==> src/rtl/alu_execute_pkg.sv <==
// alu_execute_pkg: ALU operation codes and default widths shared with the ALU-control decoder
package defaultParametersPkg;

    localparam int DEFAULT_DATA_WIDTH  = 32;
    localparam int DEFAULT_SHAMT_WIDTH = 5;

    typedef enum logic [3:0] {
        ALU_ADD  = 4'b0000,
        ALU_SUB  = 4'b0001,
        ALU_AND  = 4'b0010,
        ALU_OR   = 4'b0011,
        ALU_XOR  = 4'b0100,
        ALU_SLL  = 4'b0101,
        ALU_SRL  = 4'b0110,
        ALU_SRA  = 4'b0111,
        ALU_SLT  = 4'b1000,
        ALU_SLTU = 4'b1001,
        ALU_BEQ  = 4'b1010,
        ALU_BNE  = 4'b1011,
        ALU_BLT  = 4'b1100,
        ALU_BGE  = 4'b1101,
        ALU_BLTU = 4'b1110,
        ALU_BGEU = 4'b1111
    } alu_op_e;

    function automatic logic is_shift(input alu_op_e op);
        return op == ALU_SLL || op == ALU_SRL || op == ALU_SRA;
    endfunction

endpackage

==> src/rtl/alu_execute_if.sv <==
// alu_execute_if: operation request / result handshake bundle for alu_execute
interface alu_execute_if
    import defaultParametersPkg::*;
#(
    parameter int DATA_WIDTH = DEFAULT_DATA_WIDTH
);
    logic                  inValid;
    logic                  inReady;
    logic [3:0]            aluControlIn;
    logic [DATA_WIDTH-1:0] operandA;
    logic [DATA_WIDTH-1:0] operandB;
    logic                  flush;
    logic                  outValid;
    logic                  outReady;
    logic [DATA_WIDTH-1:0] aluResult;
    logic                  branchTaken;

    modport master (
        output inValid, aluControlIn, operandA, operandB, flush, outReady,
        input  inReady, outValid, aluResult, branchTaken
    );

    modport slave (
        input  inValid, aluControlIn, operandA, operandB, flush, outReady,
        output inReady, outValid, aluResult, branchTaken
    );
endinterface

==> src/rtl/alu_execute_core.sv <==
// alu_core: combinational arithmetic, logic, shift and compare datapath
module alu_core
    import defaultParametersPkg::*;
#(
    parameter int DATA_WIDTH  = DEFAULT_DATA_WIDTH,
    parameter int SHAMT_WIDTH = DEFAULT_SHAMT_WIDTH
) (
    input  alu_op_e               op,
    input  logic [DATA_WIDTH-1:0] a,
    input  logic [DATA_WIDTH-1:0] b,
    output logic [DATA_WIDTH-1:0] result,
    output logic                  taken
);
    logic [SHAMT_WIDTH-1:0] shamt;
    logic                   lt_s;
    logic                   lt_u;

    assign shamt = b[SHAMT_WIDTH-1:0];
    assign lt_s  = $signed(a) < $signed(b);
    assign lt_u  = a < b;

    // branch codes only drive taken; result stays zero for them
    always_comb begin
        result = '0;
        taken  = 1'b0;
        case (op)
            ALU_ADD:  result = a + b;
            ALU_SUB:  result = a - b;
            ALU_AND:  result = a & b;
            ALU_OR:   result = a | b;
            ALU_XOR:  result = a ^ b;
            ALU_SLL:  result = a << shamt;
            ALU_SRL:  result = a >> shamt;
            ALU_SRA:  result = $signed(a) >>> shamt;
            ALU_SLT:  result[0] = lt_s;
            ALU_SLTU: result[0] = lt_u;
            ALU_BEQ:  taken = a == b;
            ALU_BNE:  taken = a != b;
            ALU_BLT:  taken = lt_s;
            ALU_BGE:  taken = !lt_s;
            ALU_BLTU: taken = lt_u;
            ALU_BGEU: taken = !lt_u;
            default:  ;
        endcase
    end
endmodule

==> src/rtl/alu_execute.sv <==
// alu_execute: registered ALU stage with valid/ready handshake; ALU_SERIAL_SHIFT_EN selects bit-serial shifts
module alu_execute
    import defaultParametersPkg::*;
#(
    parameter int DATA_WIDTH  = DEFAULT_DATA_WIDTH,
    parameter int SHAMT_WIDTH = DEFAULT_SHAMT_WIDTH
) (
    input  logic         clk,
    input  logic         rstN,
    alu_execute_if.slave bus
);
    localparam logic [0:0] IDLE = 1'b0;

    logic [0:0]             state;
    alu_op_e                op;
    logic [SHAMT_WIDTH-1:0] shamt;
    logic [DATA_WIDTH-1:0]  core_result;
    logic                   core_taken;
    logic                   accept;
    logic                   go_serial;
    logic                   finish;
    logic [DATA_WIDTH-1:0]  finish_value;

    assign op           = alu_op_e'(bus.aluControlIn);
    assign shamt        = bus.operandB[SHAMT_WIDTH-1:0];
    assign bus.inReady  = state == IDLE && (!bus.outValid || bus.outReady);
    assign accept       = bus.inValid && bus.inReady && !bus.flush;

    alu_core #(.DATA_WIDTH(DATA_WIDTH), .SHAMT_WIDTH(SHAMT_WIDTH)) u_core (
        .op     (op),
        .a      (bus.operandA),
        .b      (bus.operandB),
        .result (core_result),
        .taken  (core_taken)
    );

`ifdef ALU_SERIAL_SHIFT_EN
    localparam logic [0:0] SHIFT = 1'b1;

    logic [SHAMT_WIDTH-1:0] cnt;
    logic [DATA_WIDTH-1:0]  work;
    alu_op_e                sop;

    function automatic logic [DATA_WIDTH-1:0] shift1(input alu_op_e o, input logic [DATA_WIDTH-1:0] x);
        return o == ALU_SLL ? x << 1 : o == ALU_SRL ? x >> 1 : {x[DATA_WIDTH-1], x[DATA_WIDTH-1:1]};
    endfunction

    // the accept cycle performs the first bit, so cnt holds the bits still to go
    assign go_serial    = accept && is_shift(op) && shamt > SHAMT_WIDTH'(1);
    assign finish       = state == SHIFT && cnt == SHAMT_WIDTH'(1);
    assign finish_value = shift1(sop, work);

    // serial shift sequencer: one bit per cycle, flush or reset abandons it
    always_ff @(posedge clk or negedge rstN) begin
        if (!rstN) begin
            state <= IDLE;
            cnt   <= '0;
            work  <= '0;
            sop   <= ALU_SLL;
        end else if (bus.flush) begin
            state <= IDLE;
            cnt   <= '0;
        end else if (go_serial) begin
            state <= SHIFT;
            cnt   <= shamt - SHAMT_WIDTH'(1);
            work  <= shift1(op, bus.operandA);
            sop   <= op;
        end else if (state == SHIFT) begin
            state <= finish ? IDLE : SHIFT;
            cnt   <= cnt - SHAMT_WIDTH'(1);
            work  <= shift1(sop, work);
        end
    end
`else
    assign state        = IDLE;
    assign go_serial    = 1'b0;
    assign finish       = 1'b0;
    assign finish_value = '0;
`endif

    // output register: flush wins, then serial completion, then a fresh accept, else drain
    always_ff @(posedge clk or negedge rstN) begin
        if (!rstN) begin
            bus.outValid    <= 1'b0;
            bus.aluResult   <= '0;
            bus.branchTaken <= 1'b0;
        end else if (bus.flush) begin
            bus.outValid <= 1'b0;
        end else if (finish) begin
            bus.outValid    <= 1'b1;
            bus.aluResult   <= finish_value;
            bus.branchTaken <= 1'b0;
        end else if (accept && !go_serial) begin
            bus.outValid    <= 1'b1;
            bus.aluResult   <= core_result;
            bus.branchTaken <= core_taken;
        end else if (bus.outReady) begin
            bus.outValid <= 1'b0;
        end
    end
endmodule

==> src/flat_wrapper.sv <==
// flat-port wrapper written by rule: the top's interface ports become plain ports
module alu_execute_flat import defaultParametersPkg::*;
#(
    parameter int DATA_WIDTH  = DEFAULT_DATA_WIDTH,
    parameter int SHAMT_WIDTH = DEFAULT_SHAMT_WIDTH
)
  (clk, rstN, bus_inValid, bus_aluControlIn, bus_operandA, bus_operandB, bus_flush, bus_outReady, bus_inReady, bus_outValid, bus_aluResult, bus_branchTaken);
  alu_execute_if #(.DATA_WIDTH(DATA_WIDTH)) bus_i ();
  input  logic clk;
  input  logic rstN;
  input wire logic [$bits(bus_i.inValid)-1:0] bus_inValid;
  input wire logic [$bits(bus_i.aluControlIn)-1:0] bus_aluControlIn;
  input wire logic [$bits(bus_i.operandA)-1:0] bus_operandA;
  input wire logic [$bits(bus_i.operandB)-1:0] bus_operandB;
  input wire logic [$bits(bus_i.flush)-1:0] bus_flush;
  input wire logic [$bits(bus_i.outReady)-1:0] bus_outReady;
  output wire logic [$bits(bus_i.inReady)-1:0] bus_inReady;
  output wire logic [$bits(bus_i.outValid)-1:0] bus_outValid;
  output wire logic [$bits(bus_i.aluResult)-1:0] bus_aluResult;
  output wire logic [$bits(bus_i.branchTaken)-1:0] bus_branchTaken;
  assign bus_i.inValid = bus_inValid;
  assign bus_i.aluControlIn = bus_aluControlIn;
  assign bus_i.operandA = bus_operandA;
  assign bus_i.operandB = bus_operandB;
  assign bus_i.flush = bus_flush;
  assign bus_i.outReady = bus_outReady;
  assign bus_inReady = bus_i.inReady;
  assign bus_outValid = bus_i.outValid;
  assign bus_aluResult = bus_i.aluResult;
  assign bus_branchTaken = bus_i.branchTaken;
  alu_execute #(.DATA_WIDTH(DATA_WIDTH), .SHAMT_WIDTH(SHAMT_WIDTH)) u_core (.clk(clk), .rstN(rstN), .bus(bus_i));
endmodule
==> config.mk <==
export PLATFORM = sky130hd
export DESIGN_NAME = alu_execute_flat
export DESIGN_NICKNAME = d
export VERILOG_FILES = /design/src/rtl/alu_execute_pkg.sv /design/src/rtl/alu_execute_if.sv /design/src/rtl/alu_execute_core.sv /design/src/rtl/alu_execute.sv /design/src/flat_wrapper.sv
export SDC_FILE = /design/constraint.sdc
export NUM_CORES = 1
export LEC_CHECK = 0
export ABC_CLOCK_PERIOD_IN_PS = 2300
export BUFFER_PORTS_ARGS = -buffer_cell sky130_fd_sc_hd__buf_2
export CAP_MARGIN = 40
export CORE_ASPECT_RATIO = 1.5
export CORE_MARGIN = 2
export CORE_UTILIZATION = 45
export CTS_CLUSTER_SIZE = 28
export DETAILED_ROUTE_END_ITERATION = 7
export PLACE_DENSITY = 0.65
export SKIP_CTS_REPAIR_TIMING = 1
export SLEW_MARGIN = 20
export SYNTH_ARGS = -nofsm -noshare
export SYNTH_HDL_FRONTEND = slang
export SYNTH_SLANG_ARGS = --single-unit
==> constraint.sdc <==
create_clock -name clk -period 2.3 [get_ports clk]
set_input_delay 0.46 -clock clk [delete_from_list [all_inputs] [get_ports clk]]
set_output_delay 0.46 -clock clk [all_outputs]
set_load 0.01 [all_outputs]
Word-level counts from Yosys, hierarchy flattened
Cells that the tools add are included.
{"block": "totals", "regBits": 34, "elab_cells": 47, "memories": 0, "rom_bits": 0, "in_bits": 73, "latch_bits": 0, "output_inout_bits": 35, "ram_bits": 0}
{"block": "classes", "bitwise": 4, "n_addsub": 2, "eq_ne": 17, "n_lt_le_gt_ge": 2, "n_reduce_logical": 10, "n_mul": 0, "shifts": 3, "n_div": 0, "n_mux": 6}
{"op": "$pmux 31 s8", "n": 1}
{"op": "$lt 32x32->1", "n": 2}
{"op": "$add 32x32->32", "n": 1}
{"op": "$and 32x32->32", "n": 1}
{"op": "$eq 32x32->1", "n": 1}
{"op": "$eq 4x4->1 const B", "n": 8}
{"op": "$ne 32x32->1", "n": 1}
{"op": "$or 32x32->32", "n": 1}
{"op": "$shl 32x5->32", "n": 1}
{"op": "$shr 32x5->32", "n": 1}
{"op": "$sshr 32x5->32", "n": 1}
{"op": "$sub 32x32->32", "n": 1}
{"op": "$xor 32x32->32", "n": 1}
{"op": "$eq 4x3->1 const B", "n": 4}
{"op": "$pmux 1 s10", "n": 1}
{"op": "$eq 4x2->1 const B", "n": 2}
{"op": "$pmux 1 s6", "n": 1}
{"op": "$eq 4x1->1 const B", "n": 1}
{"op": "$logic_not 1->1", "n": 4}
{"op": "$logic_not 4->1", "n": 1}
{"op": "$mux 1", "n": 3}
{"op": "$reduce_bool 3->1", "n": 1}
{"op": "$logic_and 1x1->1", "n": 2}
{"op": "$reduce_and 2->1", "n": 1}
{"op": "2 further kinds", "n": 2}

Depth between registers and ports, before layout
Gate-level depths: netlist of run 1.
{"block": "logic_depth", "ltp_word": 6, "depth_mapped": 16, "ltp_nobuf": 12}

By module
From an unflattened synthesis of run 1, not the netlist that was laid out.
{"block": "hier_totals", "cells_unflattened": 1421, "hier_area_um2": 10322.4}
{"module": "alu_core", "area_per_inst_um2": 9022.4, "n_inst": 1, "seq_area_each_um2": 0.0, "cells_per_inst": 1346}
{"module": "alu_execute", "area_per_inst_um2": 1300.0, "n_inst": 1, "seq_area_each_um2": 850.8, "cells_per_inst": 75}

Worst setup path after synthesis of run 1
Ideal clock, no wire load.
{"block": "synth_path", "kind": "in2reg", "start": "input bus_operandB[2]", "end": "register u_core.bus.aluResult[31]", "path_slack_ps": -1408, "t_arrival_ps": 3642, "required_time_ps": 2235, "n_path_buf": 5, "setup_time_ps": 65, "cell_stages": 16, "cell_sequence": "buf_2 -> buf_2 -> inv_1 -> buf_2 -> buf_1 -> ha_1 -> buf_2 -> o211a_1 -> a211oi_2 -> o41a_4 -> a21oi_4 -> a211oi_4 -> nor3_2 -> mux2_1 -> o221ai_2 -> a22o_1"}
{"block": "synth_between", "elab_chain_cells": 2, "elab_cells_between_ends": 6, "classes_between": "add/sub (2); shift (3); mux (1)"}
{"item": "from (decl)", "line": "flat_wrapper.sv:14", "text": "input wire logic [$bits(bus_i.operandB)-1:0] bus_operandB;"}
{"item": "$sub 32x32->32, or another cell as far along", "line": "alu_execute_core.sv:28", "text": "ALU_SUB: result = a - b;"}
{"item": "$pmux 31 s8 (*)", "line": "alu_execute_core.sv:26", "text": "case (op)"}
{"item": "to (signal assigned)", "line": "alu_execute.sv:91", "text": "bus.aluResult <= finish_value;"}
{"item": "to (signal assigned)", "line": "alu_execute.sv:95", "text": "bus.aluResult <= core_result;"}
{"item": "to (decl)", "line": "alu_execute_if.sv:25", "text": "output inReady, outValid, aluResult, branchTaken"}
Mark *: on every way between the ends. The rest lies on a longest branch, timed or not.
A chain may end at the register's enable or synchronous reset.

Final worst setup path of run 1
{"block": "layout_path", "start": "input bus_operandB[0]", "end": "register u_core.bus.aluResult[28]"}
Same word-level chain as after synthesis.

==> results.md, run 1 <==
| Step | Item | This run |
|:---|:---|:---|
| synth | Yosys warnings | 0 |
| layout | Multi-input logic area | 0.00998 sq mm |
| layout | Number of fill cells | 1,829 |
| synth | Number of synthesized flops with an enable pin | 0 |
| grt | Aggregate global-route resource usage | 42.2% |
| synth | Most frequently used flop master after synthesis | dfrtp_1 |
| grt | Total grt overflow | 0 |
| timing | Smallest setup slack after layout | -559 ps |
| floorplan | Starting density of the core | 45.9% |
| clock network | Clock sink total | 34 |
| clock network | Clock H-tree levels | 2 |
| synth | Area share of the leading cell type in the synthesized netlist | 13.4% |
| timing | Final period utilization | 124% |
| placement | Number of port buffers | 107 |
| layout | Share of post-route cells with drive strength above 1 | 49.5% |
| layout | Filler-free cell count of the finished design | 2,325 |
| power and ir drop | Switching part of the total power | 45.9% |
| power and ir drop | Static Leakage | 7.74 nW |
| synth | Async set-or-reset flop fraction in the synthesized netlist | 100% |
| timing | Post-route minimum period | 2860 ps |
| worst setup path | Crit path cell chain | buf_8 > ha_4 > fa_2 > a21oi_4 > buf_6 > o211ai_1 > nand2_1 > a221o_1 > o221a_4 > o21ai_4 > a211oi_2 > or3_1 > a21oi_2 |
| grt | Number of antenna violations at the first check in global routing | 1 |
| power and ir drop | Cell Pwr Density | 332 mW/mm^2 |
| synth | Most numerous cell types in the synthesized netlist | nor2_1 (173), nand2_1 (137), a21oi_1 (134) |
| drt | DRC violation count after routing | 0 |
| synth | Mean post-synth cell area | 7.34 sq um |
| power and ir drop | Gate power share | 73.9% |
| drt | Final WL | 57.2 mm |
| worst setup path | Critical path fanouts, max | 3 |
| timing | Relative slew margins | 53.6% |
| run | Max Cap Viol | 0 |
| synth | Number of nets in the synthesized netlist | 1,618 |
| worst setup path | Cell with the largest stage delay on the worst path | a221o_1 |
| timing | Max-slew violation total from the final report | 0 |
| placement | Final weighted congestion in routability-driven placement | 1.06 |
| timing | Unrepaired setup endpoints after global routing | yes |
| worst setup path | FF-to-FF Start | u_core.bus.outValid$_DFFE_PN0P_ |
| worst setup path | Delay of the slowest cell on the worst path | 420 ps |
| drt | Total iterations of the first detailed-routing run | 6 |
| clock network | Root Driver | clkbuf_16 |
| layout | Final core utilization | 74.1% |
| clock network | Num CTS Buffers | 5 |
| grt | Wire length of the first global-routing pass | 79.1 mm |
| synth | Gate count of the mapped netlist | 1,443 |
| power and ir drop | Sequential share of power | 13.0% |
| clock network | TritonCTS clock tree | yes |
| worst setup path | Number of cells on the worst reg-to-reg path | 10 |
| worst setup path | Reg-to-reg setup timing slack | -130 ps |
| synth | Sequential cell area fraction in the yosys report | 8.03% |
| floorplan | Overall die height | 192 um |
| power and ir drop | P_int | 3.07 mW |
| timing | Number of failing hold endpoints at the final stage | 0 |
| worst setup path | CP delay by family, top | compound AO/OA/AOI/OAI gates |
| power and ir drop | Post-route total power | 5.68 mW |
| floorplan | Die X-Extent | 129 um |
| synth | Area leader, netlist | mux4_2 |
| placement | Area post-placement | 0.0150 sq mm |
| grt | Maximum number of pins on one net before global-route repair | 48 |
| synth | Leading post-synthesis cells by cell area | mux4_2 (13%), ha_1 (12%), dfrtp_1 (8.0%) |
| timing | Final setup viols | 33 |
| layout | Final nets | 2,183 |
| drt | First-iteration detailed-routing DRC count | 1,774 |
| drt | Vias | 14.7k |
| drt | Number of nets with antenna violations after detailed routing | 0 |
| layout | Area grow syn2layout | 61.3% |
| synth | Most numerous cell in the Yosys netlist | nor2_1 |
| layout | Sequential cell area | 851 sq um |
| worst setup path | WP data required | 2520 ps |
| power and ir drop | Portion of total power attributed to the clock network | 13.1% |
| worst setup path | Worst r2r dst | u_core.bus.aluResult[28]$_DFFE_PN0P_ |
| drt | Routed wirelength normalized by instance count | 24.6 um |
| clock network | Deepest clock path buffer count | 2 |
| worst hold path | Min-delay worst type | in -> async |
| floorplan | Count of pins on the block boundary | 108 |
| drt | DR vias/cell | 6.32 |
| layout | Post-route standard cell area excluding fillers | 0.0171 sq mm |
| floorplan | Floorplan Core Area | 0.0231 sq mm |
| power and ir drop | Max rail drop VDD | 0.293 mV |
| power and ir drop | Power spent charging and discharging nets | 2.61 mW |
| synth | Flip-flop and latch count after synthesis | 34 |
| timing | Clock skew after layout | 10.8 ps |
| floorplan | Row count | 68 |
| placement | Post-detail-place hpwl | 44.3 mm |
| worst setup path | CP endpoint kind | register |
| outcome | Violated checks | setup timing |
| clock network | Source-to-sink clock delay at the later pin of the worst-skew pair | 310 ps |
| timing | Post-Route Setup TNS | -9240 ps |
| outcome | Outcome | complete, but fails checks |
| synth | Cell area after synthesis | 0.0106 sq mm |
| placement | Inst Count DP | 2,268 |
| worst setup path | Kind of start point of the critical path | input pin |
| worst setup path | Arrival time at the worst endpoint | 3080 ps |
| grt | Vias in the first global route | 13.8k |
| floorplan | Floorplan die area | 0.0248 sq mm |
| timing | Highest clock frequency the design can meet | 350 MHz |
| worst setup path | Buffers plus inverters on the worst setup path | 2 |
| clock network | Clock transition at the registers of the reported paths | 70 ps |
| worst setup path | Start-to-end type of the worst setup path | in -> reg |
| timing | Worst-Margin Slew | 693 ps |
| synth | Count of unique library cells instantiated by Yosys | 90 |
layout make-up:
type                    count  area share [%]
repair buffers            679            31.0
clock inverters             1          0.0293
clock buffers               7           0.835
diodes                      1          0.0146
well taps                 315            2.31
flip-flops and latches     34            4.98
multi-input cells        1182            58.4
inverters                 106            2.48
layer usage:
layer | vias up | GRT usage [%] | routed length [um]
li1 | 6475 | - | -
met1 | 7042 | 51.9 | 20900
met2 | 918 | 70.2 | 26800
met3 | 251 | 5.52 | 5060
met4 | 0 | 24.3 | 4380
met5 | - | 0 | 0
power by group through the flow:
stage	sequential (mW)	clock, mW	combinational [mW]
6_report	0.738	0.745	4.20
2_1_floorplan	0.781	0	1.78
3_5_place_dp	0.748	0	3.48
4_1_cts	0.737	0.739	3.50
3_3_place_gp	0.745	0	3.45
5_1_grt	0.748	0.766	4.41
placed cells by master, fill, tap and decap left out, types with 29 or more instances in the layout:
cell type  count
o21ai_0       71
mux4_2        63
nand3_1       29
inv_1         82
buf_4        532
mux2i_1       37
ha_1          74
dfrtp_1       34
nand2_1      131
buf_2         90
nor2_1       152
a21oi_1      103
state kept, by name (all words and copies together) (netlist names):
signal and count:
u_core.bus.aluResult 32, u_core.bus.branchTaken 1, u_core.bus.outValid 1
metrics by stage:
step	setup slack (ps)	hold slack, ps
after CTS	-766	77.1
after global placement	-1050	394
after detailed placement	-1070	400
after floorplan	-747	164
after global routing	-614	102
final	-559	80.2
worst max-delay path by stage:
| stage | cells past startpoint | from | endpoint | slack, ps |
|---|---|---|---|---|
| 6_report | 13 | bus_operandB[0] | u_core.bus.aluResult[28]$_DFFE_PN0P_ | -560 |
| 5_1_grt | 13 | bus_operandB[0] | u_core.bus.aluResult[28]$_DFFE_PN0P_ | -610 |
| 4_1_cts | 15 | bus_operandA[0] | u_core.bus.aluResult[28]$_DFFE_PN0P_ | -770 |
| 3_5_place_dp | 15 | bus_operandA[0] | u_core.bus.aluResult[28]$_DFFE_PN0P_ | -1070 |
| 3_3_place_gp | 15 | bus_operandA[0] | u_core.bus.aluResult[28]$_DFFE_PN0P_ | -1050 |
| 2_1_floorplan | 16 | bus_operandB[2] | u_core.bus.aluResult[31]$_DFFE_PN0P_ | -750 |
kinds of logic (layout without fill, tap and decap cells):
kind of cell / after synthesis / after routing / share of synthesized area [%]
other: 0 / 1 / 0
AND/OR/NAND/NOR: 462 / 462 / 19.7
XOR/XNOR: 16 / 16 / 1.32
buffers and inverters: 227 / 793 / 10.1
AO/OA/AOI/OAI: 484 / 484 / 30.0
flip-flops: 34 / 34 / 8.03
adder cells (fa/ha/maj): 102 / 102 / 12.2
multiplexers: 118 / 118 / 18.7
Power figures use the tool's default switching activity.
==> inputs of run 2 (changes only) <==
--- a/config.mk
+++ b/config.mk
@@ -5,15 +5,16 @@
 export SDC_FILE = /design/constraint.sdc
 export NUM_CORES = 1
 export LEC_CHECK = 0
+export ABC_AREA = 1
 export ABC_CLOCK_PERIOD_IN_PS = 2300
 export BUFFER_PORTS_ARGS = -buffer_cell sky130_fd_sc_hd__buf_2
-export CAP_MARGIN = 40
+export CAP_MARGIN = 20
 export CORE_ASPECT_RATIO = 1.5
 export CORE_MARGIN = 2
 export CORE_UTILIZATION = 45
 export CTS_CLUSTER_SIZE = 28
 export DETAILED_ROUTE_END_ITERATION = 7
-export PLACE_DENSITY = 0.65
+export PLACE_DENSITY = 0.64
 export SKIP_CTS_REPAIR_TIMING = 1
 export SLEW_MARGIN = 20
 export SYNTH_ARGS = -nofsm -noshare
==> results.md, run 2 <==
| Step | Item | This run | Change |
|:---|:---|:---|:---|
| power and ir drop | Post-route total power | 5.66 mW | -0.46% |
| timing | Highest clock frequency the design can meet | 412 MHz | +18% |
| grt | Wire length of the first global-routing pass | 95.2 mm | +20% |
| synth | Number of synthesized flops with an enable pin | 0 | unchanged |
| placement | Placement Setup Slack | -528 ps | +543 ps |
| placement | Final weighted congestion in routability-driven placement | 1.09 | +2.9% |
| layout | Max reg flops | 32 | unchanged |
| clock network | Clock sink total | 34 | unchanged |
| layout | Share of post-route cells with drive strength above 1 | 30.1% | -19 points |
| floorplan | Floorplan die area | 0.0263 sq mm | +6.2% |
| floorplan | Die X-Extent | 133 um | +3.0% |
| synth | Count of unique library cells instantiated by Yosys | 48 | -47% |
| floorplan | Overall die height | 198 um | +3.1% |
| timing | Worst-Margin Slew | 971 ps | +277 ps |
| layout | Leading cell type in the layout, fill and taps excluded | nand2_1 |  |
| power and ir drop | Power spent charging and discharging nets | 2.80 mW | +7.2% |
| clock network | Root Driver | clkbuf_16 |  |
| worst setup path | FF-to-FF Start | u_core.bus.outValid$_DFFE_PN0P_ |  |
| drt | Number of nets with antenna violations after detailed routing | 0 | unchanged |
| synth | Yosys warnings | 0 | unchanged |
| clock network | Source-to-sink clock delay at the later pin of the worst-skew pair | 300 ps | about the same |
| power and ir drop | Max rail drop VDD | 0.265 mV | -9.5% |
| timing | Final setup viols | 3 | -91% |
| power and ir drop | Gate power share | 69.3% | -4.6 points |
| run | Max Cap Viol | 0 | unchanged |
| timing | Clock skew after layout | 7.28 ps | -3.47 ps |
| layout | Diodes inserted | 0 | -1 |
| timing | Unrepaired setup endpoints after global routing | yes |  |
| clock network | Num CTS Buffers | 5 | unchanged |
| timing | Final period utilization | 105% | -19 points |
| synth | Area share of the leading cell type in the synthesized netlist | 25.6% | +12 points |
| grt | Aggregate global-route resource usage | 47.8% | +5.6 points |
| drt | Final WL | 65.7 mm | +15% |
| synth | Cell area after synthesis | 0.0113 sq mm | +6.4% |
| power and ir drop | Portion of total power attributed to the clock network | 17.0% | +3.9 points |
| drt | Vias | 17.6k | +20% |
| outcome | Outcome | complete, but fails checks |  |
| timing | Worst hold slack across all endpoints | 314 ps | +234 ps |
| worst setup path | Reg-to-reg setup timing slack | 960 ps | +1090 ps |
| worst setup path | Start-to-end type of the worst setup path | in -> reg |  |
| drt | Routed wirelength normalized by instance count | 22.1 um | -10% |
| placement | Number of port buffers | 107 | unchanged |
| drt | Total iterations of the first detailed-routing run | 8 | +2 |
| layout | Final nets | 2,825 | +29% |
| layout | Largest registers | u_core.bus.aluResult x32, u_core.bus.branchTaken x1, u_core.bus.outValid x1 |  |
| worst setup path | Number of cells on the worst reg-to-reg path | 6 | -4 |
| synth | Flip-flop and latch count after synthesis | 34 | unchanged |
| timing | Number of failing hold endpoints at the final stage | 0 | unchanged |
| outcome | Violated checks | setup timing |  |
| synth | Number of nets in the synthesized netlist | 2,363 | +46% |
| timing | Max-slew violation total from the final report | 0 | unchanged |
| power and ir drop | Static Leakage | 9.08 nW | +17% |
| grt | Maximum number of pins on one net before global-route repair | 62 | +29% |
| worst setup path | Critical path fanouts, max | 7 | +4 |
| synth | Sequential cell area fraction in the yosys report | 7.55% | -0.48 points |
| grt | Vias in the first global route | 16.9k | +23% |
| synth | Async set-or-reset flop fraction in the synthesized netlist | 100% | unchanged |
| clock network | TritonCTS clock tree | yes |  |
| synth | Gate count of the mapped netlist | 2,188 | +52% |
| layout | Post-route standard cell area excluding fillers | 0.0163 sq mm | -4.3% |
| worst setup path | CP endpoint kind | register |  |
| timing | Smallest setup slack after layout | -126 ps | +433 ps |
| synth | Most numerous cell in the Yosys netlist | nand2_1 |  |
| drt | First-iteration detailed-routing DRC count | 1,862 | +5.0% |
| floorplan | Starting density of the core | 45.9% | about the same |
| worst setup path | Worst r2r dst | u_core.bus.aluResult[2]$_DFFE_PN0P_ |  |
| layout | Area grow syn2layout | 45.1% |  |
| clock network | Deepest clock path buffer count | 2 | unchanged |
| worst hold path | Min-delay worst type | in -> async |  |
| timing | Relative slew margins | 35.3% | -18 points |
| clock network | Clock H-tree levels | 2 | unchanged |
| worst setup path | WP data required | 2480 ps | -40 ps |
| layout | Register with the most flip-flops | u_core.bus.aluResult |  |
| power and ir drop | P_int | 2.86 mW | -6.9% |
| drt | DRC violation count after routing | 0 | unchanged |
| timing | Post-route minimum period | 2430 ps | -433 ps |
| power and ir drop | Cell Pwr Density | 346 mW/mm^2 | +4.0% |
| synth | Area leader, netlist | nand2_1 |  |
| placement | Area post-placement | 0.0151 sq mm | +0.71% |
| placement | Post-detail-place hpwl | 52.4 mm | +18% |
| layout | Most frequent cells in the layout | nand2_1 (701), buf_4 (437), nand3_1 (381) |  |
| floorplan | Row count | 70 | +2.9% |
| floorplan | Floorplan Core Area | 0.0245 sq mm | +6.4% |
| worst setup path | Arrival time at the worst endpoint | 2610 ps | -470 ps |
| clock network | Clock transition at the registers of the reported paths | 70 ps | about the same |
| power and ir drop | Switching part of the total power | 49.4% | +3.5 points |
| synth | Most numerous cell types in the synthesized netlist | nand2_1 (769), nand3_1 (410), inv_1 (268) |  |
| synth | Mean post-synth cell area | 5.15 sq um | -30% |
| power and ir drop | Sequential share of power | 13.8% | +0.8 points |
| grt | Number of antenna violations at the first check in global routing | 0 | -1 |
| synth | Most frequently used flop master after synthesis | dfrtp_1 |  |
| synth | Leading post-synthesis cells by cell area | nand2_1 (26%), nand3_1 (18%), ha_1 (11%) |  |
| floorplan | Count of pins on the block boundary | 108 | unchanged |
| worst setup path | Kind of start point of the critical path | input pin |  |
| grt | Total grt overflow | 0 | unchanged |
| drt | DR vias/cell | 5.92 | -6.3% |
[run 2: layer usage]
layer	share of wire (%)	up-vias	global-route usage [%]
li1	-	8005	-
met1	33	7956	51.7
met2	45	1196	79.5
met3	9.3	443	7.99
met4	12	0	44.0
met5	0	-	0.192
[run 2: worst max path at each step]
stage | from | to | slack [ps] | cells after the start
5_1_grt | bus_operandB[1] | u_core.bus.aluResult[5]$_DFFE_PN0P_ | -180 | 13
4_1_cts | bus_operandB[17] | u_core.bus.aluResult[26]$_DFFE_PN0P_ | -230 | 16
3_3_place_gp | bus_operandB[17] | u_core.bus.aluResult[30]$_DFFE_PN0P_ | -510 | 15
3_5_place_dp | bus_operandB[17] | u_core.bus.aluResult[26]$_DFFE_PN0P_ | -530 | 16
2_1_floorplan | bus_operandB[3] | u_core.bus.branchTaken$_DFFE_PN0P_ | -20 | 21
6_report | bus_operandA[4] | u_core.bus.aluResult[5]$_DFFE_PN0P_ | -130 | 13
[run 2: logic make-up after synthesis]
| logic type | count (synthesis) | share of synthesized area [%] |
|---|---|---|
| AO/OA/AOI/OAI | 233 | 11.7 |
| AND/OR/NAND/NOR | 1434 | 55.1 |
| flip-flops | 34 | 7.55 |
| XOR/XNOR | 4 | 0.311 |
| adder cells (fa/ha/maj) | 102 | 11.5 |
| buffers and inverters | 380 | 13.8 |
| multiplexers | 1 | 0.0889 |
[run 2: power by group through the flow]
stage               Combinational [mW]  Sequential, mW  Clock, mW
floorplan                         1.71           0.800          0
global placement                  3.39           0.781          0
detailed placement                3.44           0.781          0
CTS                               3.45           0.773      0.959
global route                      4.17           0.781      0.977
finish                            3.92           0.779      0.959
[run 2: critical path, cell delays in order]
cell	delay (ps)
buf_2	110
inv_1	130
ha_4	270
nor2_4	160
nand3_1	110
nand3b_1	160
a21oi_1	90
o21ai_1	90
o21ai_1	100
nor2_2	180
nand4_1	470
nand2_1	210
nand2_1	60
[run 2: through the flow]
stage                     std cells  TNS, ps  utilization (%)
after floorplan                2188    -23.9                -
after global placement         2951    -9540             61.7
after detailed placement       2951   -10440             61.7
after CTS                      2959    -1630             62.4
after global routing           2975     -834             66.7
final                          2975     -214             66.7
[run 2: final cells by class]
type,count,area [sq um]
multi-input cells,1774,9780
fillers,2402,8170
repair buffers,552,4030
inverters,283,1090
flip-flops and latches,34,851
well taps,324,405
clock buffers,5,125
clock inverters,3,68.8
